## src/rtl/lsu_pkg.sv

```systemverilog
`default_nettype none
// ============================================================================
//  lsu_pkg
//  Shared access-width codes, FSM state encoding and byte-enable patterns
//  for the load/store unit.
//  Revision: 1.0
// ============================================================================
package lsu_pkg;

    localparam logic [1:0] MEM_WIDTH_WORD = 2'b00;
    localparam logic [1:0] MEM_WIDTH_HALF = 2'b01;
    localparam logic [1:0] MEM_WIDTH_BYTE = 2'b10;

    typedef enum logic [1:0] {
        LSU_IDLE   = 2'd0,
        LSU_ACCESS = 2'd1,
        LSU_DONE   = 2'd2
    } lsu_state_t;

    // Patterns for offset 0; shifted left by the byte offset.
    localparam logic [3:0] BE_BYTE = 4'b0001;
    localparam logic [3:0] BE_HALF = 4'b0011;
    localparam logic [3:0] BE_WORD = 4'b1111;

endpackage
`default_nettype wire

```

## src/rtl/load_aligner.sv

```systemverilog
`default_nettype none
// ============================================================================
//  load_aligner
//  Shifts bus read data down by the byte offset and sign/zero-extends it.
//  Revision: 1.0
// ============================================================================
module load_aligner
    import lsu_pkg::*;
(
    input  logic [31:0] rdata,
    input  logic [1:0]  offset,
    input  logic [1:0]  width,
    input  logic        load_signed,
    output logic [31:0] data
);

    logic [31:0] w_shifted;

    always_comb begin
        w_shifted = rdata >> {offset, 3'b000};
        case (width)
            MEM_WIDTH_BYTE: data = {{24{load_signed & w_shifted[7]}},  w_shifted[7:0]};
            MEM_WIDTH_HALF: data = {{16{load_signed & w_shifted[15]}}, w_shifted[15:0]};
            default:        data = w_shifted;
        endcase
    end

endmodule
`default_nettype wire

```

## src/rtl/load_store_unit.sv

```systemverilog
`default_nettype none
// ============================================================================
//  load_store_unit
//  Turns byte/half/word loads and stores into aligned 32-bit bus accesses,
//  stalling until acknowledge or timeout. Option: LSU_MISALIGN_TRAP_EN.
//  Revision: 1.0
// ============================================================================
module load_store_unit
    import lsu_pkg::*;
#(
    parameter int unsigned TIMEOUT_CYCLES = 15
) (
    input  logic        clk,
    input  logic        reset,
    input  logic        cs_bus_read,
    input  logic        cs_bus_write,
    input  logic [1:0]  cs_mem_width,
    input  logic        cs_load_signed,
    input  logic [31:0] addr,
    input  logic [31:0] store_data,
    output logic        stall,
    output logic [31:0] load_data,
    output logic        bus_error,
    output logic        misaligned,
    output logic [31:0] bus_addr,
    output logic [31:0] bus_wdata,
    output logic [3:0]  bus_be,
    output logic        bus_re,
    output logic        bus_we,
    input  logic [31:0] bus_rdata,
    input  logic        bus_ready
);

    localparam logic [7:0] c_last_count = 8'(TIMEOUT_CYCLES - 1);

    lsu_state_t  r_state, w_state_next;
    logic [7:0]  r_count;
    logic [1:0]  r_offset, r_width;
    logic        r_signed, r_is_write;
    logic [31:0] r_bus_addr, r_bus_wdata, r_load_data;
    logic [3:0]  r_bus_be;
    logic        r_bus_error, r_misaligned;

    logic        w_req, w_conflict, w_trap, w_accept, w_timeout;
    logic [1:0]  w_width, w_offset;
    logic [3:0]  w_be;
    logic [31:0] w_wdata, w_extracted;

    assign w_req      = cs_bus_read | cs_bus_write;
    assign w_conflict = cs_bus_read & cs_bus_write;
    assign w_width    = (cs_mem_width == 2'b11) ? MEM_WIDTH_WORD : cs_mem_width;

`ifdef LSU_MISALIGN_TRAP_EN
    assign w_trap = w_req & ~w_conflict &
                    (((w_width == MEM_WIDTH_HALF) & addr[0]) |
                     ((w_width == MEM_WIDTH_WORD) & (addr[1:0] != 2'b00)));
`else
    assign w_trap = 1'b0;
`endif

    assign w_accept  = (r_state == LSU_IDLE) & w_req & ~w_conflict & ~w_trap;
    assign w_timeout = (r_state == LSU_ACCESS) & ~bus_ready & (r_count == c_last_count);

    // Misaligned requests that reach here are forced onto their natural boundary.
    always_comb begin
        case (w_width)
            MEM_WIDTH_BYTE: begin
                w_offset = addr[1:0];
                w_be     = BE_BYTE << addr[1:0];
                w_wdata  = {4{store_data[7:0]}};
            end
            MEM_WIDTH_HALF: begin
                w_offset = {addr[1], 1'b0};
                w_be     = BE_HALF << {addr[1], 1'b0};
                w_wdata  = {2{store_data[15:0]}};
            end
            default: begin
                w_offset = 2'b00;
                w_be     = BE_WORD;
                w_wdata  = store_data;
            end
        endcase
    end

    load_aligner u_load_aligner (
        .rdata       (bus_rdata),
        .offset      (r_offset),
        .width       (r_width),
        .load_signed (r_signed),
        .data        (w_extracted)
    );

    always_comb begin
        w_state_next = r_state;
        stall        = 1'b0;
        case (r_state)
            LSU_IDLE: begin
                if (w_accept) begin
                    w_state_next = LSU_ACCESS;
                    stall        = 1'b1;
                end
            end
            LSU_ACCESS: begin
                stall = 1'b1;
                if (bus_ready || w_timeout) w_state_next = LSU_DONE;
            end
            LSU_DONE: w_state_next = LSU_IDLE;
            default:  w_state_next = LSU_IDLE;
        endcase
    end

    always_ff @(posedge clk) begin
        if (reset) begin
            r_state      <= LSU_IDLE;
            r_count      <= 8'd0;
            r_offset     <= 2'b00;
            r_width      <= MEM_WIDTH_WORD;
            r_signed     <= 1'b0;
            r_is_write   <= 1'b0;
            r_bus_addr   <= 32'd0;
            r_bus_wdata  <= 32'd0;
            r_bus_be     <= 4'd0;
            r_load_data  <= 32'd0;
            r_bus_error  <= 1'b0;
            r_misaligned <= 1'b0;
        end else begin
            r_state      <= w_state_next;
            r_bus_error  <= 1'b0;
            r_misaligned <= 1'b0;
            case (r_state)
                LSU_IDLE: begin
                    if (w_req && w_conflict) begin
                        r_bus_error <= 1'b1;
                    end else if (w_trap) begin
                        r_misaligned <= 1'b1;
                        if (cs_bus_read) r_load_data <= 32'd0;
                    end else if (w_accept) begin
                        r_count     <= 8'd0;
                        r_offset    <= w_offset;
                        r_width     <= w_width;
                        r_signed    <= cs_load_signed;
                        r_is_write  <= cs_bus_write;
                        r_bus_addr  <= {addr[31:2], 2'b00};
                        r_bus_wdata <= w_wdata;
                        r_bus_be    <= w_be;
                    end
                end
                LSU_ACCESS: begin
                    if (bus_ready) begin
                        if (!r_is_write) r_load_data <= w_extracted;
                    end else if (w_timeout) begin
                        r_load_data <= 32'd0;
                        r_bus_error <= 1'b1;
                    end else begin
                        r_count <= r_count + 8'd1;
                    end
                end
                default: ;
            endcase
        end
    end

    assign bus_re     = (r_state == LSU_ACCESS) & ~r_is_write;
    assign bus_we     = (r_state == LSU_ACCESS) &  r_is_write;
    assign bus_addr   = r_bus_addr;
    assign bus_wdata  = r_bus_wdata;
    assign bus_be     = r_bus_be;
    assign load_data  = r_load_data;
    assign bus_error  = r_bus_error;
    assign misaligned = r_misaligned;

endmodule
`default_nettype wire

```

## config.mk

```make
export PLATFORM = sky130hd
export DESIGN_NAME = load_store_unit
export DESIGN_NICKNAME = d
export VERILOG_FILES = /design/src/rtl/lsu_pkg.sv /design/src/rtl/load_aligner.sv /design/src/rtl/load_store_unit.sv
export SDC_FILE = /design/constraint.sdc
export NUM_CORES = 1
export LEC_CHECK = 0
export BUFFER_PORTS_ARGS = -buffer_cell sky130_fd_sc_hd__buf_2
export CORE_UTILIZATION = 40
export CTS_BUF_LIST = sky130_fd_sc_hd__clkbuf_4 sky130_fd_sc_hd__clkbuf_8
export CTS_CLUSTER_SIZE = 25
export DETAILED_ROUTE_END_ITERATION = 10
export GPL_TIMING_DRIVEN = 0
export PLACE_DENSITY = 0.78
export SLEW_MARGIN = 30
export SYNTH_ARGS = -nofsm -noshare
export SYNTH_HDL_FRONTEND = slang
export SYNTH_SLANG_ARGS = --single-unit
```

## constraint.sdc

```tcl
create_clock -name clk -period 2.95 [get_ports clk]
set_clock_uncertainty 0.1 [all_clocks]
set_input_delay 0.4425 -clock clk [delete_from_list [all_inputs] [get_ports clk]]
set_output_delay 0.4425 -clock clk [all_outputs]
set_load 0.01 [all_outputs]
```

==> impl_metrics.csv, run 1 <==
group,metric,value,unit
power,p_sw_share,30.3,%
layout,layout-drive-gt1-share,30.6,%
worst_setup_path,critical_path.endpoint_type,"primary output",
clock_tree,cts_buffers,17,
timing,holdWs,133,ps
worst_setup_path,path_class,"flip-flop to primary output",
routing,wirelength,15.7,mm
clock_tree,cts_hold_buf,0,
synthesis,synthCells,626,
global_route,grt_usage,23.6,%
layout,final_nets,962,
power,seqPwrFrac,44.1,%
placement,place_congestion,0.843,
worst_hold_path,hp-class,"input pin to flip-flop",
status,status,"complete, no violations",
synthesis,ys_ff_latch,115,
flow_run,maxCapViolations,0,
synthesis,yosys_warnings,0,
global_route,gr-total-overflow,0,
clock_tree,cts_setup_buffers,0,
worst_setup_path,critPathLaunchType,"flip-flop",
worst_setup_path,critPathMaxStageDelay,390,ps
worst_setup_path,crit_fanout,10,
power,vdd_drop_max,0.000475,V
global_route,first_global_vias,4901,
synthesis,ys_types,49,
die,die_height,116,microns
synthesis,ys.flop_type,"dfxtp_1",
global_route,grt_max_degree,17,
timing,fin_crit_sh,90.2,%
power,combinationalPowerShare,20.4,%
synthesis,ys_top_cells_by_area,"dfxtp_1, nand2_1, a21oi_1",
synthesis,yosysTopAreaCellShare,44.4,%
timing,maxSlewViolCount,0,
routing,drt-pass1-iter-count,5,
timing,relSlewSlack,53.1,%
power,p_per_area,580,nW/um^2
die,io_pins,209,
layout,syn_to_final_growth,31.2,%
synthesis,synthArstFlopShare,0,%
routing,drt-initial-drc-count,399,
layout,final_util,53.9,%
worst_setup_path,worstPathArrival,2120,ps
synthesis,syn_area,5180,sq um
global_route,grt_pass1_wl,24.2,mm
worst_setup_path,critical_path_required,2410,ps
timing,rsz0062_at_grt,"false",
synthesis,synth_edf_count,0,
die,initial_core_util,41.1,%
clock_tree,cts_tree,"yes",
routing,wire_per_inst,15.2,microns
placement,hpwl,11.8,mm
global_route,antenna_found_initial,0,
layout,antenna_cells,0,
worst_setup_path,cp_common_cell,"buf_2",
clock_tree,clockRootBuffer,"clkbuf_8",
synthesis,ys_seq_area_share,44.4,%
clock_tree,cts.clk_slew.worst_paths,70,ps
power,intPower,2750,uW
power,p_total,3940,uW
worst_setup_path,cp_num_buf_inv,4,
synthesis,yosysMostFrequentCell,"nand2_1",
die,core_area,12600,sq um
synthesis,postSynthAreaPerCell,8.28,sq um
die,std_cell_rows,41,
timing,setup_viol,0,
power,power.switching,1190,uW
power,leakage,0.00308,uW
timing,setup_ws,289,ps
routing,drc,0,
worst_setup_path,path_delay_family,"buffers and inverters",
power,clockPowerShare,35.5,%
synthesis,synthTopCellsByCount,"nand2_1, dfxtp_1, a21oi_1",
clock_tree,cts_sinks,115,
placement,pre_cts_slack,405,ps
synthesis,synth_top_area_cell,"dfxtp_1",
timing,final.setup.tns,0,ps
clock_tree,h-tree-depth,4,
clock_tree,clock_latency,440,ps
timing,worstMarginPinSlew,696,ps
clock_tree,cts_resized,0,
placement,io_buffers,204,
worst_setup_path,slowest_stage,"dfxtp_1",
worst_setup_path,crit_chain,"nor2_2 > and2_1 > clkbuf_2 > buf_2 > buf_2 > nor2_1 > nor2_1 > buf_2",
timing,fmax,376,MHz
routing,antenna_left,0,
routing,avgViaCountPerCell,5.16,
timing,period_minus_slack,2660,ps
clock_tree,max-clock-path-buffers,2,
timing,hold_viol,0,
die,die-area,13400,sq um
die,chipWidth,116,microns
routing,vias,5341,
final timing paths:
path                                   from                         end  slack [ps]  cells past startpoint
hold / removal                      addr[5]    bus_addr[5]$_SDFFE_PP0P_         130                      3
setup / recovery    r_state[0]$_SDFFE_PP0P_                       stall         290                      8
setup reg to reg    r_count[0]$_SDFFE_PP0P_  load_data[30]$_SDFFE_PP0P_         850                      7
hold reg to reg   bus_addr[29]$_SDFFE_PP0P_   bus_addr[29]$_SDFFE_PP0P_         350                      2
stage by stage:
stage	cell area, sq um	instances
final	6800	1035
after CTS	6800	1035
after global routing	6800	1035
after floorplan	5190	628
after global placement	6430	1004
after detailed placement	6430	1004
metal layers:
layer	wire, microns	track usage (%)
met1	6670	28.7
met4	360	9.32
met5	0	0
met2	7260	38.5
met3	1390	8.05
sequential cells by signal, indices dropped and copies added, names as in the netlist:
register / cells
r_is_write: 1
r_count: 8
r_state: 2
bus_addr: 30
bus_be: 4
load_data: 32
bus_wdata: 32
r_signed: 1
r_offset: 2
bus_error: 1
r_width: 2
layout by cell type, fill, tap and decap left out, types with 3 or more instances in the layout:
cell type,n
clkinv_2,6
clkbuf_8,17
a21oi_1,68
nor2_1,56
a211oi_1,18
inv_1,10
nand3b_1,3
ha_1,7
nor2b_1,3
nand2b_1,6
mux2i_1,33
a221oi_1,8
nand4_1,8
o2bb2ai_1,15
a22oi_1,8
buf_4,3
conb_1,3
a22o_1,16
clkbuf_1,31
nand3_1,8
buf_2,218
nor3_1,16
dfxtp_1,115
o21ai_0,19
a21o_1,3
clkbuf_4,3
nand2_1,126
worst reg2reg max path: stages (launching register included):
cell,delay [ps]
dfxtp_1,340
inv_1,80
ha_1,150
nand4b_1,240
o31a_4,450
o21a_4,240
buf_6,150
a22o_1,230
power groups by stage:
stage	combinational (uW)	clock [uW]	sequential (uW)
after CTS	806	1430	1740
after detailed placement	804	0	1770
after global routing	890	1500	1750
after global placement	793	0	1770
final	804	1400	1740
after floorplan	417	0	1820
cell type report:
class / count / area [sq um]
tap: 172 / 215
fill: 1252 / 5820
sequential: 115 / 2300
multi-input combinational: 450 / 2610
clock buffer: 20 / 256
buffer: 53 / 244
inverter: 10 / 37.5
timing repair buffer: 204 / 1020
clock inverter: 11 / 114
logic make-up (layout without fill, tap and decap cells):
logic type / count (synthesis) / after routing / synth area share, %
AOI/OAI and AO/OA: 168 / 168 / 21.8
muxes: 34 / 34 / 6.81
and+or+nand+nor: 237 / 237 / 19.7
buffers and inverters: 63 / 298 / 5.43
adders and majority gates: 7 / 7 / 1.69
DFF: 115 / 115 / 44.4
xor gates and xnor gates: 1 / 1 / 0.169
other: 1 / 3 / 0.0724
No activity file was read; power rests on OpenSTA's default activity.
==> inputs of run 2 (changes only) <==
Settings changed: PLACE_DENSITY 0.78 to 0.71.
==> run 2 against run 1 <==
Power rose by 2.7%. Die area did not move. Via count fell by 1.5%. Clock power rose by 7%. Global-route usage fell by 0.14 points. First-iteration DRC count fell by 15%. Wire length rose by 0.86%. Sequential cell count did not move. Maximum frequency fell by 0.57%. Sequential power barely moved. Hold slack improved by 3.3 ps. Critical endpoint unchanged.
==> impl_metrics.csv, run 2 (same netlist as run 1, synthesis figures left out) <==
group,metric,value,unit
die,die-area,13400,sq um
global_route,grt_pass1_wl,24.0,mm
worst_hold_path,hold_depth,3,
worst_setup_path,crit_fanout,10,
power,leakage,0.00309,uW
routing,avgViaCountPerCell,5.08,
layout,most-common-layout-cells,"buf_2, nand2_1, dfxtp_1, a21oi_1, nor2_1",
worst_hold_path,hold_path_end,"bus_addr[23]$_SDFFE_PP0P_",
layout,final_nets,962,
worst_setup_path,worstPathArrival,2130,ps
routing,wire_per_inst,15.3,microns
clock_tree,clock_latency,440,ps
routing,wl_met2,7.27,mm
clock_tree,cts_buffers,17,
routing,drt-initial-drc-count,340,
timing,rsz0062_at_grt,"false",
routing,antenna_left,0,
global_route,grt_usage,23.5,%
worst_setup_path,rr_endpoint,"load_data[26]$_SDFFE_PP0P_",
power,vdd_drop_max,0.000448,V
routing,route.layer.met1.wl,6.90,mm
flow_run,maxCapViolations,0,
clock_tree,cts.clk_slew.worst_paths,70,ps
die,die_height,116,microns
power,p_per_area,592,nW/um^2
die,initial_core_util,41.1,%
die,std_cell_rows,41,
layout,syn_to_final_growth,31.9,%
routing,drc,0,
global_route,first_global_vias,4759,
worst_setup_path,critPathLaunchType,"flip-flop",
clock_tree,h-tree-depth,4,
status,status,"complete, no violations",
routing,dr.max_layer_used,"met4",
worst_setup_path,critical_path.endpoint_type,"primary output",
worst_setup_path,critPathMaxStageDelay,370,ps
die,core_area,12600,sq um
die,io_pins,209,
worst_setup_path,critical_path_required,2410,ps
timing,maxSlewViolCount,0,
clock_tree,cts_tree,"yes",
worst_setup_path,crit_chain,"nor2_2 > and2_1 > clkbuf_2 > buf_2 > buf_2 > nor2_1 > nor2_1 > buf_2",
worst_setup_path,path_class,"flip-flop to primary output",
timing,fmax,374,MHz
clock_tree,clockRootBuffer,"clkbuf_8",
placement,dp_cells,1004,
worst_setup_path,rrSetupSlack,880,ps
layout,final_common_cell,"buf_2",
timing,setup_viol,0,
timing,hold_viol,0,
worst_setup_path,cp_common_cell,"buf_2",
clock_tree,max-clock-path-buffers,2,
timing,fin_crit_sh,90.7,%
timing,period_minus_slack,2680,ps
layout,fillers,1294,
routing,drt-pass1-iter-count,5,
layout,fin_cells,1036,
worst_setup_path,ff2ff_path_depth,7,
die,chipWidth,116,microns
clock_tree,cts_sinks,115,
routing,wirelength,15.8,mm
timing,final.setup.tns,0,ps
worst_hold_path,hp-start,"addr[23]",
global_route,grt_max_degree,17,
clock_tree,cts_setup_buffers,0,
worst_setup_path,slowest_stage,"dfxtp_1",
worst_hold_path,hp-class,"input pin to flip-flop",
timing,relSlewSlack,58.1,%
placement,place_congestion,0.895,
layout,antenna_cells,0,
global_route,gr-total-overflow,0,
global_route,antenna_found_initial,0,
placement,hpwl,11.9,mm
timing,worstMarginPinSlew,622,ps
worst_setup_path,r2r-start,"r_count[0]$_SDFFE_PP0P_",
placement,io_buffers,204,
routing,vias,5262,
routing,dr_wl_met3,1.38,mm
layout,layout-drive-gt1-share,30.7,%
run 2: changes by cell type in the layout (fill, tap and decap cells not counted):
| cell | change |
|---|---|
| clkinvlp_4 | +1 |
| clkbuf_4 | -1 |
| clkinv_4 | -1 |
| clkbuf_8 | +4 |
| clkinv_2 | -2 |
run 2: cell type report:
type | count | area [sq um] | share of cell area, %
Timing Repair Buffer | 204 | 1020 | 14.9
Multi-Input combinational cell | 450 | 2610 | 38.2
Buffer | 53 | 244 | 3.57
Clock inverter | 9 | 103 | 1.50
Clock buffer | 23 | 304 | 4.45
Tap cell | 172 | 215 | 3.15
Inverter | 10 | 37.5 | 0.549
Sequential cell | 115 | 2300 | 33.7
run 2: report_power, final:
group	internal, uW	switching (uW)
Clock	852	652
Combinational	312	491
Sequential	1680	67.1
run 2: metrics by stage:
step / power, uW / utilization, % / setup WS [ps] / instance area [sq um] / hold slack [ps]
final: 4050 / 54.2 / 273 / 6840 / 136
after global routing: 4240 / 54.2 / 79.5 / 6840 / 123
after CTS: 4080 / 54.1 / 155 / 6830 / 108
after detailed placement: 2580 / 50.9 / 375 / 6430 / 343
after global placement: 2570 / 50.9 / 389 / 6430 / 338
after floorplan: 2240 / - / 860 / 5190 / 337
run 2: metal layers:
metal | track usage, % | vias to the layer above
met5 | 0 | -
met2 | 39.3 | 210
li1 | - | 2642
met4 | 8.97 | 0
met3 | 7.58 | 17
met1 | 28.0 | 2393
run 2: what timing repair did:
item | CTS | global route
resized for setup | 0 | 1
hold buffers | 0 | 0
setup endpoints to repair | 0 | 1
run 2: critical path, delay by kind of cell, from the launching register on:
family / cells / cell delay, ps
simple gates: 4 / 500
buf+inv: 4 / 810
flops: 1 / 370
run 2: worst max path at each step:
stage	start	endpoint	slack (ps)
after detailed placement	cs_bus_write	stall	380
after floorplan	cs_bus_write	stall	860
after CTS	r_state[1]$_SDFFE_PP0P_	stall	150
final	r_state[1]$_SDFFE_PP0P_	stall	270
after global routing	r_state[1]$_SDFFE_PP0P_	stall	80
after global placement	cs_bus_write	stall	390
